<file path="src/rtl/control_pkg.sv">
// control_pkg: shared definitions for the multi-cycle control unit.
// Holds the FSM state encoding, the opcode map, the ALU operation codes
// (shared with the ALU), the ALU operand source codes and the PC source
// codes, plus small opcode classification helpers.
// The TRAP state exists only when OVERFLOW_TRAP_EN is defined.
package control_pkg;

  typedef enum logic [3:0] {
    FETCH      = 4'd0,
    DECODE     = 4'd1,
    EXEC_R     = 4'd2,
    EXEC_I     = 4'd3,
    MEM_ADDR   = 4'd4,
    MEM_RD     = 4'd5,
    MEM_WR     = 4'd6,
    WB_ALU     = 4'd7,
    WB_MEM     = 4'd8,
    BRANCH     = 4'd9,
    BR_RESOLVE = 4'd10,
    JUMP       = 4'd11
`ifdef OVERFLOW_TRAP_EN
    ,
    TRAP       = 4'd12
`endif
  } state_t;

  // Opcodes (IR[31:26])
  localparam logic [5:0] OP_ADD  = 6'd0;
  localparam logic [5:0] OP_SUB  = 6'd1;
  localparam logic [5:0] OP_AND  = 6'd2;
  localparam logic [5:0] OP_ADDI = 6'd3;
  localparam logic [5:0] OP_ANDI = 6'd4;
  localparam logic [5:0] OP_LW   = 6'd5;
  localparam logic [5:0] OP_SW   = 6'd6;
  localparam logic [5:0] OP_BEQ  = 6'd7;
  localparam logic [5:0] OP_BLT  = 6'd8;
  localparam logic [5:0] OP_J    = 6'd9;

  // ALU operations
  localparam logic [1:0] ALU_ADD = 2'b00;
  localparam logic [1:0] ALU_SUB = 2'b01;
  localparam logic [1:0] ALU_AND = 2'b10;

  // ALU operand sources
  localparam logic       SRC_A_PC   = 1'b0;
  localparam logic       SRC_A_REG  = 1'b1;
  localparam logic [1:0] SRC_B_REG  = 2'b00;
  localparam logic [1:0] SRC_B_IMM  = 2'b01;
  localparam logic [1:0] SRC_B_BOFF = 2'b10;

  // PC sources
  localparam logic [1:0] PC_SRC_SEQ    = 2'b00;
  localparam logic [1:0] PC_SRC_BRANCH = 2'b01;
  localparam logic [1:0] PC_SRC_JUMP   = 2'b10;
  localparam logic [1:0] PC_SRC_TRAP   = 2'b11;

  function automatic logic is_rtype(input logic [5:0] op);
    return (op == OP_ADD) || (op == OP_SUB) || (op == OP_AND);
  endfunction

  // Ops whose signed result can overflow into the register file
  function automatic logic traps_on_overflow(input logic [5:0] op);
    return (op == OP_ADD) || (op == OP_SUB) || (op == OP_ADDI);
  endfunction

endpackage

</file>
<file path="src/rtl/control_out_decode.sv">
// control_out_decode: combinational state/opcode to datapath-control decoder.
// Ports: reset (forces all strobes idle), state, opcode, mem_ready (FETCH
// Mealy strobes), ALU flags (branch resolve, overflow writeback suppression);
// outputs are the ALU op/source selects, write/access strobes, register
// destination, writeback mux, PC source and the trap pulse.
// OVERFLOW_TRAP_EN enables the TRAP state outputs and writeback suppression;
// otherwise sig_trap stays 0.
module control_out_decode
  import control_pkg::*;
#(
  parameter logic [1:0] TRAP_VECTOR_SEL = 2'b11
) (
  input  logic       reset,
  input  logic [3:0] state,
  input  logic [5:0] opcode,
  input  logic       mem_ready,
  input  logic       flag_zero,
  input  logic       flag_negative,
  input  logic       flag_overflow,
  output logic [1:0] sig_alu_op,
  output logic       sig_alu_src_a,
  output logic [1:0] sig_alu_src_b,
  output logic       sig_pc_write,
  output logic       sig_ir_write,
  output logic       sig_mem_read,
  output logic       sig_mem_write,
  output logic       sig_reg_write,
  output logic       sig_reg_dst,
  output logic       sig_mem_to_reg,
  output logic [1:0] sig_pc_src,
  output logic       sig_trap
);

`ifndef OVERFLOW_TRAP_EN
  logic unused_trap_vec_s;
  assign unused_trap_vec_s = ^TRAP_VECTOR_SEL;
`endif

  // Output decode: idle defaults, then per-state overrides unless in reset
  always_comb begin
    sig_alu_op     = ALU_ADD;
    sig_alu_src_a  = SRC_A_PC;
    sig_alu_src_b  = SRC_B_REG;
    sig_pc_write   = 1'b0;
    sig_ir_write   = 1'b0;
    sig_mem_read   = 1'b0;
    sig_mem_write  = 1'b0;
    sig_reg_write  = 1'b0;
    sig_reg_dst    = 1'b0;
    sig_mem_to_reg = 1'b0;
    sig_pc_src     = PC_SRC_SEQ;
    sig_trap       = 1'b0;
    if (reset) begin
      sig_pc_write = 1'b0;
    end else begin
      case (state)
        FETCH: begin
          sig_mem_read = 1'b1;
          // IR load and PC+4 happen in the cycle the memory completes
          if (mem_ready) begin
            sig_ir_write = 1'b1;
            sig_pc_write = 1'b1;
          end else begin
            sig_ir_write = 1'b0;
            sig_pc_write = 1'b0;
          end
        end
        DECODE: begin
          // Speculative branch target: PC + shifted offset
          sig_alu_src_a = SRC_A_PC;
          sig_alu_src_b = SRC_B_BOFF;
        end
        EXEC_R: begin
          sig_alu_src_a = SRC_A_REG;
          sig_alu_src_b = SRC_B_REG;
          case (opcode)
            OP_SUB:  sig_alu_op = ALU_SUB;
            OP_AND:  sig_alu_op = ALU_AND;
            default: sig_alu_op = ALU_ADD;
          endcase
        end
        EXEC_I: begin
          sig_alu_src_a = SRC_A_REG;
          sig_alu_src_b = SRC_B_IMM;
          if (opcode == OP_ANDI) begin
            sig_alu_op = ALU_AND;
          end else begin
            sig_alu_op = ALU_ADD;
          end
        end
        MEM_ADDR: begin
          sig_alu_src_a = SRC_A_REG;
          sig_alu_src_b = SRC_B_IMM;
        end
        MEM_RD:  sig_mem_read  = 1'b1;
        MEM_WR:  sig_mem_write = 1'b1;
        WB_ALU: begin
          sig_reg_dst = is_rtype(opcode);
`ifdef OVERFLOW_TRAP_EN
          sig_reg_write = !(flag_overflow && traps_on_overflow(opcode));
`else
          sig_reg_write = 1'b1;
`endif
        end
        WB_MEM: begin
          sig_reg_write  = 1'b1;
          sig_mem_to_reg = 1'b1;
          sig_reg_dst    = 1'b0;
        end
        BRANCH: begin
          sig_alu_op    = ALU_SUB;
          sig_alu_src_a = SRC_A_REG;
          sig_alu_src_b = SRC_B_REG;
        end
        BR_RESOLVE: begin
          // BLT uses N^V so the signed compare survives subtraction overflow
          if (((opcode == OP_BEQ) && flag_zero) ||
              ((opcode == OP_BLT) && (flag_negative ^ flag_overflow))) begin
            sig_pc_write = 1'b1;
            sig_pc_src   = PC_SRC_BRANCH;
          end else begin
            sig_pc_write = 1'b0;
          end
        end
        JUMP: begin
          sig_pc_write = 1'b1;
          sig_pc_src   = PC_SRC_JUMP;
        end
`ifdef OVERFLOW_TRAP_EN
        TRAP: begin
          sig_trap     = 1'b1;
          sig_pc_write = 1'b1;
          sig_pc_src   = TRAP_VECTOR_SEL;
        end
`endif
        default: sig_pc_write = 1'b0;
      endcase
    end
  end

endmodule

</file>
<file path="src/rtl/control_unit.sv">
// control_unit: multi-cycle control FSM for the processor datapath.
// Ports: clock, reset (synchronous, active-high), opcode (IR[31:26]),
// mem_ready (memory handshake), ALU flags; outputs the ALU op/source
// selects, all datapath write strobes and mux selects, sig_trap and the
// current state for debug.
// OVERFLOW_TRAP_EN: when defined, an overflowing ADD/SUB/ADDI skips its
// register write and takes a one-cycle TRAP to TRAP_VECTOR_SEL.
module control_unit
  import control_pkg::*;
#(
  parameter logic [1:0] TRAP_VECTOR_SEL = 2'b11
) (
  input  logic       clock,
  input  logic       reset,
  input  logic [5:0] opcode,
  input  logic       mem_ready,
  input  logic       flag_zero,
  input  logic       flag_negative,
  input  logic       flag_overflow,
  output logic [1:0] sig_alu_op,
  output logic       sig_alu_src_a,
  output logic [1:0] sig_alu_src_b,
  output logic       sig_pc_write,
  output logic       sig_ir_write,
  output logic       sig_mem_read,
  output logic       sig_mem_write,
  output logic       sig_reg_write,
  output logic       sig_reg_dst,
  output logic       sig_mem_to_reg,
  output logic [1:0] sig_pc_src,
  output logic       sig_trap,
  output logic [3:0] state
);

  state_t state_r;

  // State register and next-state sequencing
  always_ff @(posedge clock) begin
    if (reset) begin
      state_r <= FETCH;
    end else begin
      case (state_r)
        FETCH:    state_r <= mem_ready ? DECODE : FETCH;
        DECODE: begin
          case (opcode)
            OP_ADD, OP_SUB, OP_AND: state_r <= EXEC_R;
            OP_ADDI, OP_ANDI:       state_r <= EXEC_I;
            OP_LW, OP_SW:           state_r <= MEM_ADDR;
            OP_BEQ, OP_BLT:         state_r <= BRANCH;
            OP_J:                   state_r <= JUMP;
            default:                state_r <= FETCH;
          endcase
        end
        EXEC_R:     state_r <= WB_ALU;
        EXEC_I:     state_r <= WB_ALU;
        MEM_ADDR:   state_r <= (opcode == OP_SW) ? MEM_WR : MEM_RD;
        MEM_RD:     state_r <= mem_ready ? WB_MEM : MEM_RD;
        MEM_WR:     state_r <= mem_ready ? FETCH : MEM_WR;
`ifdef OVERFLOW_TRAP_EN
        WB_ALU:     state_r <= (flag_overflow && traps_on_overflow(opcode)) ? TRAP : FETCH;
        TRAP:       state_r <= FETCH;
`else
        WB_ALU:     state_r <= FETCH;
`endif
        WB_MEM:     state_r <= FETCH;
        BRANCH:     state_r <= BR_RESOLVE;
        BR_RESOLVE: state_r <= FETCH;
        JUMP:       state_r <= FETCH;
        default:    state_r <= FETCH;
      endcase
    end
  end

  assign state = state_r;

  control_out_decode #(
    .TRAP_VECTOR_SEL(TRAP_VECTOR_SEL)
  ) u_out_decode (
    .reset          (reset),
    .state          (state_r),
    .opcode         (opcode),
    .mem_ready      (mem_ready),
    .flag_zero      (flag_zero),
    .flag_negative  (flag_negative),
    .flag_overflow  (flag_overflow),
    .sig_alu_op     (sig_alu_op),
    .sig_alu_src_a  (sig_alu_src_a),
    .sig_alu_src_b  (sig_alu_src_b),
    .sig_pc_write   (sig_pc_write),
    .sig_ir_write   (sig_ir_write),
    .sig_mem_read   (sig_mem_read),
    .sig_mem_write  (sig_mem_write),
    .sig_reg_write  (sig_reg_write),
    .sig_reg_dst    (sig_reg_dst),
    .sig_mem_to_reg (sig_mem_to_reg),
    .sig_pc_src     (sig_pc_src),
    .sig_trap       (sig_trap)
  );

endmodule

</file>
<file path="config.mk">
export PLATFORM = sky130hd
export DESIGN_NAME = control_unit
export DESIGN_NICKNAME = d
export VERILOG_FILES = /design/src/rtl/control_pkg.sv /design/src/rtl/control_out_decode.sv /design/src/rtl/control_unit.sv
export SDC_FILE = /design/constraint.sdc
export NUM_CORES = 1
export LEC_CHECK = 0
export ABC_AREA = 1
export BUFFER_PORTS_ARGS = -buffer_cell sky130_fd_sc_hd__clkbuf_2
export CELL_PAD_IN_SITES_DETAIL_PLACEMENT = 1
export CELL_PAD_IN_SITES_GLOBAL_PLACEMENT = 1
export CORE_ASPECT_RATIO = 0.6
export CORE_MARGIN = 4
export CORE_UTILIZATION = 29
export DETAILED_ROUTE_END_ITERATION = 8
export GPL_ROUTABILITY_DRIVEN = 0
export PLACE_DENSITY = 0.8
export REMOVE_ABC_BUFFERS = 1
export SETUP_SLACK_MARGIN = 0.02
export SLEW_MARGIN = 15
export SYNTH_ARGS = -nofsm -noshare
export SYNTH_HDL_FRONTEND = slang
export SYNTH_SLANG_ARGS = --single-unit
</file>
<file path="constraint.sdc">
create_clock -name clock -period 1.2 [get_ports clock]
set_clock_uncertainty 0.1 [all_clocks]
set_input_delay 0 -clock clock [delete_from_list [all_inputs] [get_ports clock]]
set_output_delay 0 -clock clock [all_outputs]
set_load 0.005 [all_outputs]
</file>
---- Yosys cells after proc, flatten, opt, wreduce, memory -nomap -nowiden ----
Memory sizes are Yosys's and may differ from the RTL's.
Index checks and enable logic that the tools add are counted.
cells by class
  equality and inequality tests ........... 17
  reduce and logical (&&, ||, !) cells .... 13
  muxes and demuxes ....................... 33
  bitwise gates (word level) .............. 1
operators by type and width
  kind                                                              number
  4-bit one-hot mux with 7 select lines                             1
  1-bit two-way mux                                                 19
  6-bit by 3-bit == test with 1-bit output (second input constant)  3
  4-bit by 3-bit == test with 1-bit output (second input constant)  4
  4-bit == test (second input constant)                             4
  2-bit one-hot mux with 2 select lines                             3
  2-bit two-way mux                                                 5
  4-bit by 2-bit == test with 1-bit output (second input constant)  2
  4-bit two-way mux                                                 2
  2-bit OR reduction                                                4
  6-bit by 1-bit == test with 1-bit output (second input constant)  1
  6-bit by 2-bit == test with 1-bit output (second input constant)  1
  6-bit by 4-bit == test with 1-bit output (second input constant)  1
  6-bit zero test                                                   1
  2-bit one-hot mux with 3 select lines                             1
  4-bit by 1-bit == test with 1-bit output (second input constant)  1
  4-bit zero test                                                   1
  4-bit OR reduction                                                1
  1-bit logical OR                                                  3
  3-bit two-way mux                                                 1
  1-bit one-hot mux with 3 select lines                             1
  1-bit logical AND                                                 2
  2-bit zero test                                                   1
  1-bit XOR                                                         1
storage, ports and cells
  bits in read-only memories .............. 64
  flip-flop bits (word level) ............. 4
  memories ................................ 1
  input port bits ......................... 12
  logic and storage cells ................. 66
  output and inout bits ................... 19
memories
  name              words  bits a word  rd ports  clocked after Yosys merged registers in  write ports  line                source
  (name not given)  16     4            1         0                                        0            control_unit.sv:45  case (opcode)

---- Depth between registers and ports, before layout ----
Gate-level depths: netlist of run 1.
  depth in word-level cells ............... 6
  mapped depth ............................ 8
  gate-level depth less buffers ........... 8

---- By module ----
From an unflattened synthesis of run 1, not the netlist that was laid out.
second synthesis, totals
  cell total of the unflattened synthesis .. 141
  area, all modules ....................... 740.7 µm²
modules (own cells, without submodules)
  module              times used  area an instance (µm²)  cells an instance  seq. area each (µm²)
  control_unit        1           399.1                   65                 80.1
  control_out_decode  1           341.6                   76                 0.0

---- Worst setup path after synthesis of run 1 ----
OpenSTA, ideal clock, no wires.
  path type ............................... reg2reg
  from .................................... register state_r[0], in the netlist state[0]
  to ...................................... register state_r[2], in the netlist state[2]
  stages on the path, launching flop included .. 6
  arrival ................................. 0.972 ns
  required time ........................... 1.029 ns
  library setup time ...................... 0.071 ns
  period minus slack after synthesis ...... 1.143 ns
  buffers on the path ..................... 0
  setup slack ............................. 0.057 ns
  cell sequence ........................... dfxtp_1 inv_2 nor2_4 nand2_1 o21a_1 a21oi_1
on the way
  word-level cells in the longest chain between the ends .. 3
  elaborated cells on any way between the ends .. 10
  classes of those cells .................. 7 x eq/ne; 1 x mux; 2 x reduce/logical
ends and longest elaborated chain
  item                                       line                source
  start, declared                            control_unit.sv:35  state_t state_r;
  start signal, assigned                     control_unit.sv:43  FETCH: state_r <= mem_ready ? DECODE : FETCH;
  start signal, assigned                     control_unit.sv:56  MEM_ADDR: state_r <= (opcode == OP_SW) ? MEM_WR : MEM_RD;
  start signal, assigned                     control_unit.sv:57  MEM_RD: state_r <= mem_ready ? WB_MEM : MEM_RD;
  4-bit by 2-bit == test with 1-bit output   control_unit.sv:42  case (state_r)
  2-bit OR reduction (no line)               --
  4-bit one-hot mux with 7 select lines (*)  control_unit.sv:42
Every way passes the cells marked *; elsewhere a longest branch is shown, timed or not.
A chain may end at the register's enable or synchronous reset.

---- Worst setup path after layout of run 1 ----
  from .................................... register state_r[2], in the netlist state[2]
  to ...................................... output port sig_alu_op[1]
on the way
  word-level cells in the longest chain between the ends .. 3
  elaborated cells on any way between the ends .. 5
  classes of those cells .................. 3 x eq/ne; 2 x mux
ends and longest elaborated chain
  item                                                                              line                      source
  4-bit == test / 4-bit by 2-bit == test with 1-bit output (equally long branches)  control_out_decode.sv:56  case (state)
  2-bit one-hot mux with 3 select lines (*)                                         control_out_decode.sv:56
  2-bit two-way mux (*)                                                             control_out_decode.sv:53  if (reset) begin
  end, declared                                                                     control_unit.sv:20        output logic [1:0] sig_alu_op,
Marks and branches as above.

==> results.tsv, run 1 <==
metric	value	unit
crit path DAT	1410	ps
clock share of power	38.1	%
global-route wire length before repair	4590	um
DRC	0	
Chip Height	44.4	um
leading register cell type out of synthesis	dfxtp_1	
Crit Path Max Fanout	4	
Final ANT Viol Nets	0	
setup violators final	18	
Yosys reg bits	4	
register-to-register setup slack	-170	ps
H-tree levels	1	
largest area contributor in the netlist	dfxtp_1	
slowest library cell on the worst path	dfxtp_4	
post-DR wirelength/cell	19.3	um
Tmin final	1510	ps
Pint	0.477	mW
Worst setup startpoint	state[2]$_SDFF_PP0_	
HPWL after DPL	2360	um
CP required	1100	ps
Starting Density	32.6	%
row count	12	
Root Buffer	clkbuf_8	
Hold Path Origin	mem_ready	
Setup crit end kind	output pin	
ys async rst share	0	%
Mapped Cells	111	
largest net degree at the start of global routing	9	
max cap viols	0	
VDD IR-drop max	0.638	mV
worst setup margin	-310	ps
PortBufs	29	
max FFs per register	4	
Final Slew Violations	0	
Fmax	0.662	GHz
status	finished, violations left	
Worst Path Buf+Inv	1	
syn avg cell area	5.77	um^2
R2R Path Start	state[2]$_SDFF_PP0_	
most frequent cells in the layout	buf_4, clkbuf_2, nand2_1	
critical path class	reg -> out	
io pins	31	
Sw Share	36.0	%
final WL	3740	um
Final Hold Viols	0	
ANT cells	0	
Ys Warns	0	
failing checks	setup timing	
leakage power	0.588	nW
CP delay by family, top	simple AND/OR/NAND/NOR gates	
Seq pwr share	21.1	%
layout cells sized above 1	56.0	%
GRT Resource Usage Total	21.2	%
Clk Latency, worst-skew pair	220	ps
Max stage delay on crit path	360	ps
drt first-iter violations	122	
Max Root-Sink Buffers	2	
Final #Nets	184	
vias in the first global route	946	
CTS tree	yes	
vias post-DR	1081	
most common cell after layout, fill and taps aside	buf_4	
via/cell ratio	5.57	
Seq/Total Area, Yosys	12.5	%
Die X-Extent	68.7	um
Critical Path, Cell by Cell	nor2_4 > nand2_1 > nand2_2 > nand2_1 > a21oi_2 > buf_2	
Area growth, synth to finish	79.1	%
Reg clk slew, reported paths	30	ps
# hold bufs at CTS	0	
core box area	1970	um^2
Layout Cells excl Fill	194	
Most common cell on crit path	nand2_1	
die area	3050	um^2
placed cells	184	
final clock period utilization by the worst path	126	%
main area contributors after synthesis	dfxtp_1, nand2_1, nor2_1	
post-synth top area share	12.5	%
final setup TNS	-3520	ps
Mapped Area	641	um^2
net switching power	0.269	mW
GR Overflow Total	0	
critical path launch point type	flop	
Post-synth EDFFs	0	
Hold WC Path Type	in -> reg	
combinational power share	40.8	%
pwr dens	650	nW/um^2
RSZ-0062 raised after global routing	true	
initial antenna violation count	0	
total CTS buffers	3	
DR pass1 iterations	4	
clk sinks	4	
count of cell types in the netlist	25	
==> final cells by class <==
type	instances	area (um^2)
clock buffer	3	41.3
fill	277	820
inverter	17	68.8
multi-input combinational	88	561
sequential	4	95.1
tap	28	35.0
timing repair buffer	54	347
==> path summary, 6_finish.rpt <==
path,to,cells past startpoint
max,sig_alu_op[1],6
min,state[1]$_SDFF_PP0_,4
max reg2reg,state[3]$_SDFF_PP0_,6
min reg2reg,state[0]$_SDFF_PP0_,6
==> cell families after synthesis <==
family	Yosys count	share of synthesized area, %
buffers and inverters	19	11.7
XOR/XNOR	1	1.37
AO/OA/AOI/OAI	17	14.6
other	1	0.585
adder cells (fa/ha/maj)	4	7.81
flip-flops	4	12.5
AND/OR/NAND/NOR	65	51.4
==> synth_stat cells, drive strengths merged, types with 4 or more instances <==
library cell,count
dfxtp,4
nand3,8
o21ai,4
nor2,27
inv,17
a21oi,11
nand2,22
ha,4
nand4,5
==> worst reg2reg max path, delay by kind of cell, from the launching register on <==
family	cells	cell delay, ps
simple gates	4	460
flops	1	360
compound gates	1	210
buf+inv	1	170
==> routing by layer <==
metal	GRT usage, %	up-vias	wire length, um
li1	-	474	-
met5	0	-	0
met1	26.2	522	1520
met3	4.06	15	378
met2	34.0	70	1680
met4	13.0	0	152
==> stage by stage <==
step / setup slack, ps / total power [mW] / cell area (um^2) / hold slack, ps / utilization, %
after floorplan: 57.9 / 0.263 / 629 / -72.4 / -
after global placement: -101 / 0.382 / 945 / 220 / 48.0
after detailed placement: -198 / 0.395 / 945 / 242 / 48.0
after CTS: -261 / 0.707 / 1060 / 40.5 / 53.7
after global routing: -370 / 0.791 / 1150 / 107 / 58.3
final: -310 / 0.746 / 1150 / 77.4 / 58.3
==> power by group through the flow <==
stage | Combinational (mW) | Clock, mW | Sequential [mW]
3_5_place_dp | 0.238 | 0 | 0.157
5_1_grt | 0.325 | 0.308 | 0.159
2_1_floorplan | 0.106 | 0 | 0.156
3_3_place_gp | 0.226 | 0 | 0.156
4_1_cts | 0.257 | 0.295 | 0.155
6_report | 0.304 | 0.284 | 0.158
==> what timing repair did <==
item,CTS,global route
endpoints found under the setup margin,18,18
gates resized for setup,23,24
pin swaps,7,11
buffers inserted,2,5
hold endpoints to repair,0,0
No activity file was read; power rests on OpenSTA's default activity.
==> run 2: changes to the inputs <==
Clock period 1.2 ns to 1.6 ns, I/O delays scaled along.
==> run 2 against run 1 <==
Net effect: the flow now finishes without violations; flip-flop and latch count stayed put; die area did not move; final area is 24% lower; first-iteration DRC count fell by 61%; hold slack worse by 23 ps; sequential power decreased by 25%; core utilization fell by 14 points; setup slack gained 440 ps; via count is 25% lower; largest power group is now clock.
==> results.tsv, run 2 (synthesized netlist as in run 1, its figures left out) <==
metric	value	unit
GR Overflow Total	0	
Root Buffer	clkbuf_8	
most common cell after layout, fill and taps aside	clkbuf_2	
max cap viols	0	
CTS tree	yes	
Hold WC Path Type	in -> reg	
Layout Cells excl Fill	170	
multi-input logic area	490	um^2
largest net degree at the start of global routing	15	
filler instances	279	
status	complete, no violations	
row count	12	
Fmax	0.682	GHz
initial antenna violation count	0	
critical path launch point type	flop	
Final Slew Violations	0	
HPWL after DPL	1920	um
Reg clk slew, reported paths	30	ps
max FFs per register	4	
fin util	44.3	%
Die X-Extent	68.7	um
PortBufs	29	
placed cells	166	
Tmin final	1470	ps
RSZ-0062 raised after global routing	false	
setup violators final	0	
grt met1 use	24.8	%
io pins	31	
clk sinks	4	
Max Root-Sink Buffers	2	
leakage power	0.449	nW
final clock period utilization by the worst path	91.6	%
Chip Height	44.4	um
DRC	0	
met2 Use GR	23.0	%
ANT cells	0	
Reg area	87.6	um^2
Pint	0.319	mW
Final ANT Viol Nets	0	
Area growth, synth to finish	35.9	%
met3 Usage GRT	3.81	%
total CTS buffers	3	
H-tree levels	1	
final setup TNS	0	ps
worst setup margin	134	ps
Final Power	0.479	mW
VDD IR-drop max	0.533	mV
clock share of power	44.7	%
Final #Nets	160	
vias post-DR	808	
global-route wire length before repair	3640	um
crit path DAT	1370	ps
vias in the first global route	736	
pwr dens	550	nW/um^2
most frequent cells in the layout	clkbuf_2, nand2_1, nor2_1	
Clk Latency, worst-skew pair	220	ps
Crit Path Max Fanout	6	
DP Worst Slack	210	ps
core box area	1970	um^2
Starting Density	32.6	%
GRT Resource Usage Total	16.0	%
layout cells sized above 1	39.4	%
final WL	2290	um
critical path class	reg -> out	
drt first-iter violations	47	
# hold bufs at CTS	0	
die area	3050	um^2
DR pass1 iterations	3	
most used routing layer	met1	
combinational power share	30.6	%
net switching power	0.160	mW
Final Hold Viols	0	
via/cell ratio	4.75	
Sw Share	33.3	%
Setup crit end kind	output pin	
CP required	1500	ps
Seq pwr share	24.6	%
post-DR wirelength/cell	13.5	um
run 2: cell count changes in the layout (fill, tap and decap cells not counted), moves of 3 or more:
cell      previous run  this run
nor2_4               8         4
nand2_1             16        20
a21oi_1              7        10
buf_2                9         0
inv_1               10        13
dfxtp_2              0         3
clkbuf_2            19        29
buf_4               23         1
a21oi_2              4         1
dfxtp_4              4         1
buf_6                3         0
run 2: power by group through the flow:
| stage | Clock [mW] | Combinational, mW | Sequential (mW) |
|---|---|---|---|
| final | 0.214 | 0.147 | 0.118 |
| after global routing | 0.226 | 0.165 | 0.119 |
| after CTS | 0.220 | 0.143 | 0.118 |
| after detailed placement | 0 | 0.141 | 0.119 |
| after global placement | 0 | 0.137 | 0.118 |
| after floorplan | 0 | 0.0798 | 0.117 |
run 2: critical path, stage by stage (launching register included):
cell and delay, ps:
dfxtp_2 400, inv_2 60, nor2_4 140, nand2_1 110, nand2_1 130, nand2_1 60
a21oi_1 110, clkbuf_2 130
run 2: path summary, 6_finish.rpt:
check | from | end | slack [ps] | cells after the start
max | state[0]$_SDFF_PP0_ | sig_alu_op[1] | 130 | 7
min | mem_ready | state[1]$_SDFF_PP0_ | 50 | 4
max reg2reg | state[0]$_SDFF_PP0_ | state[1]$_SDFF_PP0_ | 350 | 6
min reg2reg | state[1]$_SDFF_PP0_ | state[2]$_SDFF_PP0_ | 630 | 3
run 2: cell type report:
class,count,area share (%)
clock buffers,3,4.74
multi-input cells,88,56.3
well taps,28,4.02
flip-flops and latches,4,10.1
repair buffers,30,17.5
inverters,17,7.33
run 2: what timing repair did:
item / CTS / global route
endpoints found under the hold margin: 0 / 0
resized for setup: 2 / 5
endpoints found under the setup margin: 2 / 5
pin swaps: 0 / 1
buffers inserted: 0 / 1
run 2: per-stage QoR:
step | hold slack, ps | area (um^2)
after CTS | 47.4 | 855
after floorplan | -72.4 | 629
after global placement | 248 | 810
final | 54.3 | 871
after global routing | 106 | 871
after detailed placement | 246 | 810
run 2: routing by layer:
metal  part of all wire (%)  routed length (um)
met5                      0                   0
met4                      0                   0
met3                    5.4                 123
met2                     42                 954
met1                     53                1210
==> run 3: changes to the inputs <==
Settings changed: CELL_PAD_IN_SITES_DETAIL_PLACEMENT 1 to not set, CELL_PAD_IN_SITES_GLOBAL_PLACEMENT 1 to not set, CORE_ASPECT_RATIO 0.6 to not set, CORE_UTILIZATION 29 to 45.
==> run 3 against run 2 <==
Net effect: hold slack worse by 30 ps; die area fell by 31%; clock-buffer cell count unchanged; wire length down 25%; global-route usage rose by 1.8 points; non-clock buffer count is 1 lower; final cell count fell by 8.2%; register-to-register slack got worse by 30 ps.
==> results.tsv, run 3 (synthesized netlist as in run 1, its figures left out) <==
metric	value	unit
row count	13	
Worst Hold Path EP	state[0]$_SDFF_PP0_	
Final ANT Viol Nets	0	
Final #Nets	159	
R2R Path Start	state[2]$_SDFF_PP0_	
core box area	1320	um^2
CP required	1500	ps
clk sinks	4	
VDD IR-drop max	0.463	mV
largest net degree at the start of global routing	15	
top sig layer	met4	
pwr dens	454	nW/um^2
Hold WC Path Type	in -> reg	
critical path launch point type	flop	
post-DR wirelength/cell	11.0	um
combinational power share	36.3	%
final setup TNS	0	ps
vias post-DR	798	
Starting Density	48.6	%
met1 WL	791	um
final WL	1720	um
initial antenna violation count	0	
Chip Height	45.7	um
Hold Path Origin	reset	
global-route wire length before repair	2790	um
Crit Path Max Fanout	7	
GR Overflow Total	0	
total CTS buffers	3	
drt first-iter violations	18	
wire length on met3	115	um
register-to-register setup slack	320	ps
Fmax	0.670	GHz
PortBufs	29	
Cells on Worst Hold Path	2	
setup bufs post-CTS	0	
filler instances	133	
CTS tree	yes	
io pins	31	
setup violators final	0	
net switching power	0.132	mW
most frequent cells in the layout	clkbuf_2, nand2_1, nor2_1	
max FFs per register	4	
RSZ-0062 raised after global routing	false	
worst-case reg-to-reg path depth	6	
Area growth, synth to finish	28.3	%
vias in the first global route	682	
GRT Resource Usage Total	17.8	%
Tmin final	1490	ps
Setup crit end kind	output pin	
Pint	0.241	mW
Seq pwr share	31.7	%
status	complete, no violations	
WL met2	801	um
Max Root-Sink Buffers	2	
DRC	0	
Die X-Extent	45.7	um
via/cell ratio	5.12	
# hold bufs at CTS	0	
worst setup margin	107	ps
HPWL after DPL	1470	um
Final Power	0.374	mW
DP Worst Slack	267	ps
RR Endpoint	state[2]$_SDFF_PP0_	
critical path class	reg -> out	
clock share of power	32.0	%
DR pass1 iterations	4	
hold slack	23.9	ps
Layout Cells excl Fill	156	
Sw Share	35.4	%
H-tree levels	1	
crit path DAT	1390	ps
Reg clk slew, reported paths	40	ps
max cap viols	0	
Final Slew Violations	0	
final clock period utilization by the worst path	93.3	%
ANT cells	0	
most common cell after layout, fill and taps aside	clkbuf_2	
Root Buffer	clkbuf_4	
leakage power	0.437	nW
Final Hold Viols	0	
Clk Latency, worst-skew pair	230	ps
die area	2090	um^2
layout cells sized above 1	37.6	%
placed cells	153	
run 3: metal layers:
layer | global-route usage, % | up-vias
met1 | 25.9 | 348
met5 | 0 | -
li1 | - | 423
met3 | 1.19 | 2
met4 | 7.95 | 0
met2 | 26.5 | 25
run 3: how the worst max path moves through the flow:
stage	from	to	slack (ps)	depth (start not counted)
5_1_grt	state[2]$_SDFF_PP0_	sig_alu_op[0]	20	6
3_5_place_dp	state[1]$_SDFF_PP0_	sig_alu_op[0]	270	7
6_report	state[1]$_SDFF_PP0_	sig_alu_op[0]	110	7
3_3_place_gp	state[1]$_SDFF_PP0_	sig_alu_op[0]	290	7
2_1_floorplan	state[0]$_SDFF_PP0_	state[2]$_SDFF_PP0_	460	5
4_1_cts	state[0]$_SDFF_PP0_	sig_pc_write	90	6
run 3: power groups by stage:
stage,registers (mW),clock network (mW),logic (mW)
2_1_floorplan,0.117,0,0.0798
3_3_place_gp,0.117,0,0.134
3_5_place_dp,0.118,0,0.134
4_1_cts,0.117,0.125,0.135
5_1_grt,0.119,0.134,0.154
6_report,0.118,0.119,0.136
run 3: worst max-delay path, stage by stage, from the launching register on:
cell and delay (ps):
dfxtp_2 410, inv_1 100, nor2_4 120, inv_1 60
nor2_2 90, nand4_1 90, a21oi_1 160, clkbuf_2 130
run 3: what timing repair did:
action / CTS / global route
gates resized for setup: 1 / 3
cloned: 0 / 0
endpoints found under the setup margin: 1 / 3
pin swaps: 0 / 1
run 3: cell type report:
type,instances,area [um^2],share of cell area [%]
inverters,17,63.8,7.76
clock buffers,3,22.5,2.74
multi-input cells,88,488,59.4
well taps,15,18.8,2.28
flip-flops and latches,4,83.8,10.2
repair buffers,29,145,17.7
run 3: per-stage QoR:
step / utilization (%) / instance area, um^2
floorplan: - / 629
global placement: 60.2 / 793
detailed placement: 60.2 / 793
CTS: 62.0 / 817
global route: 62.4 / 822
finish: 62.4 / 822
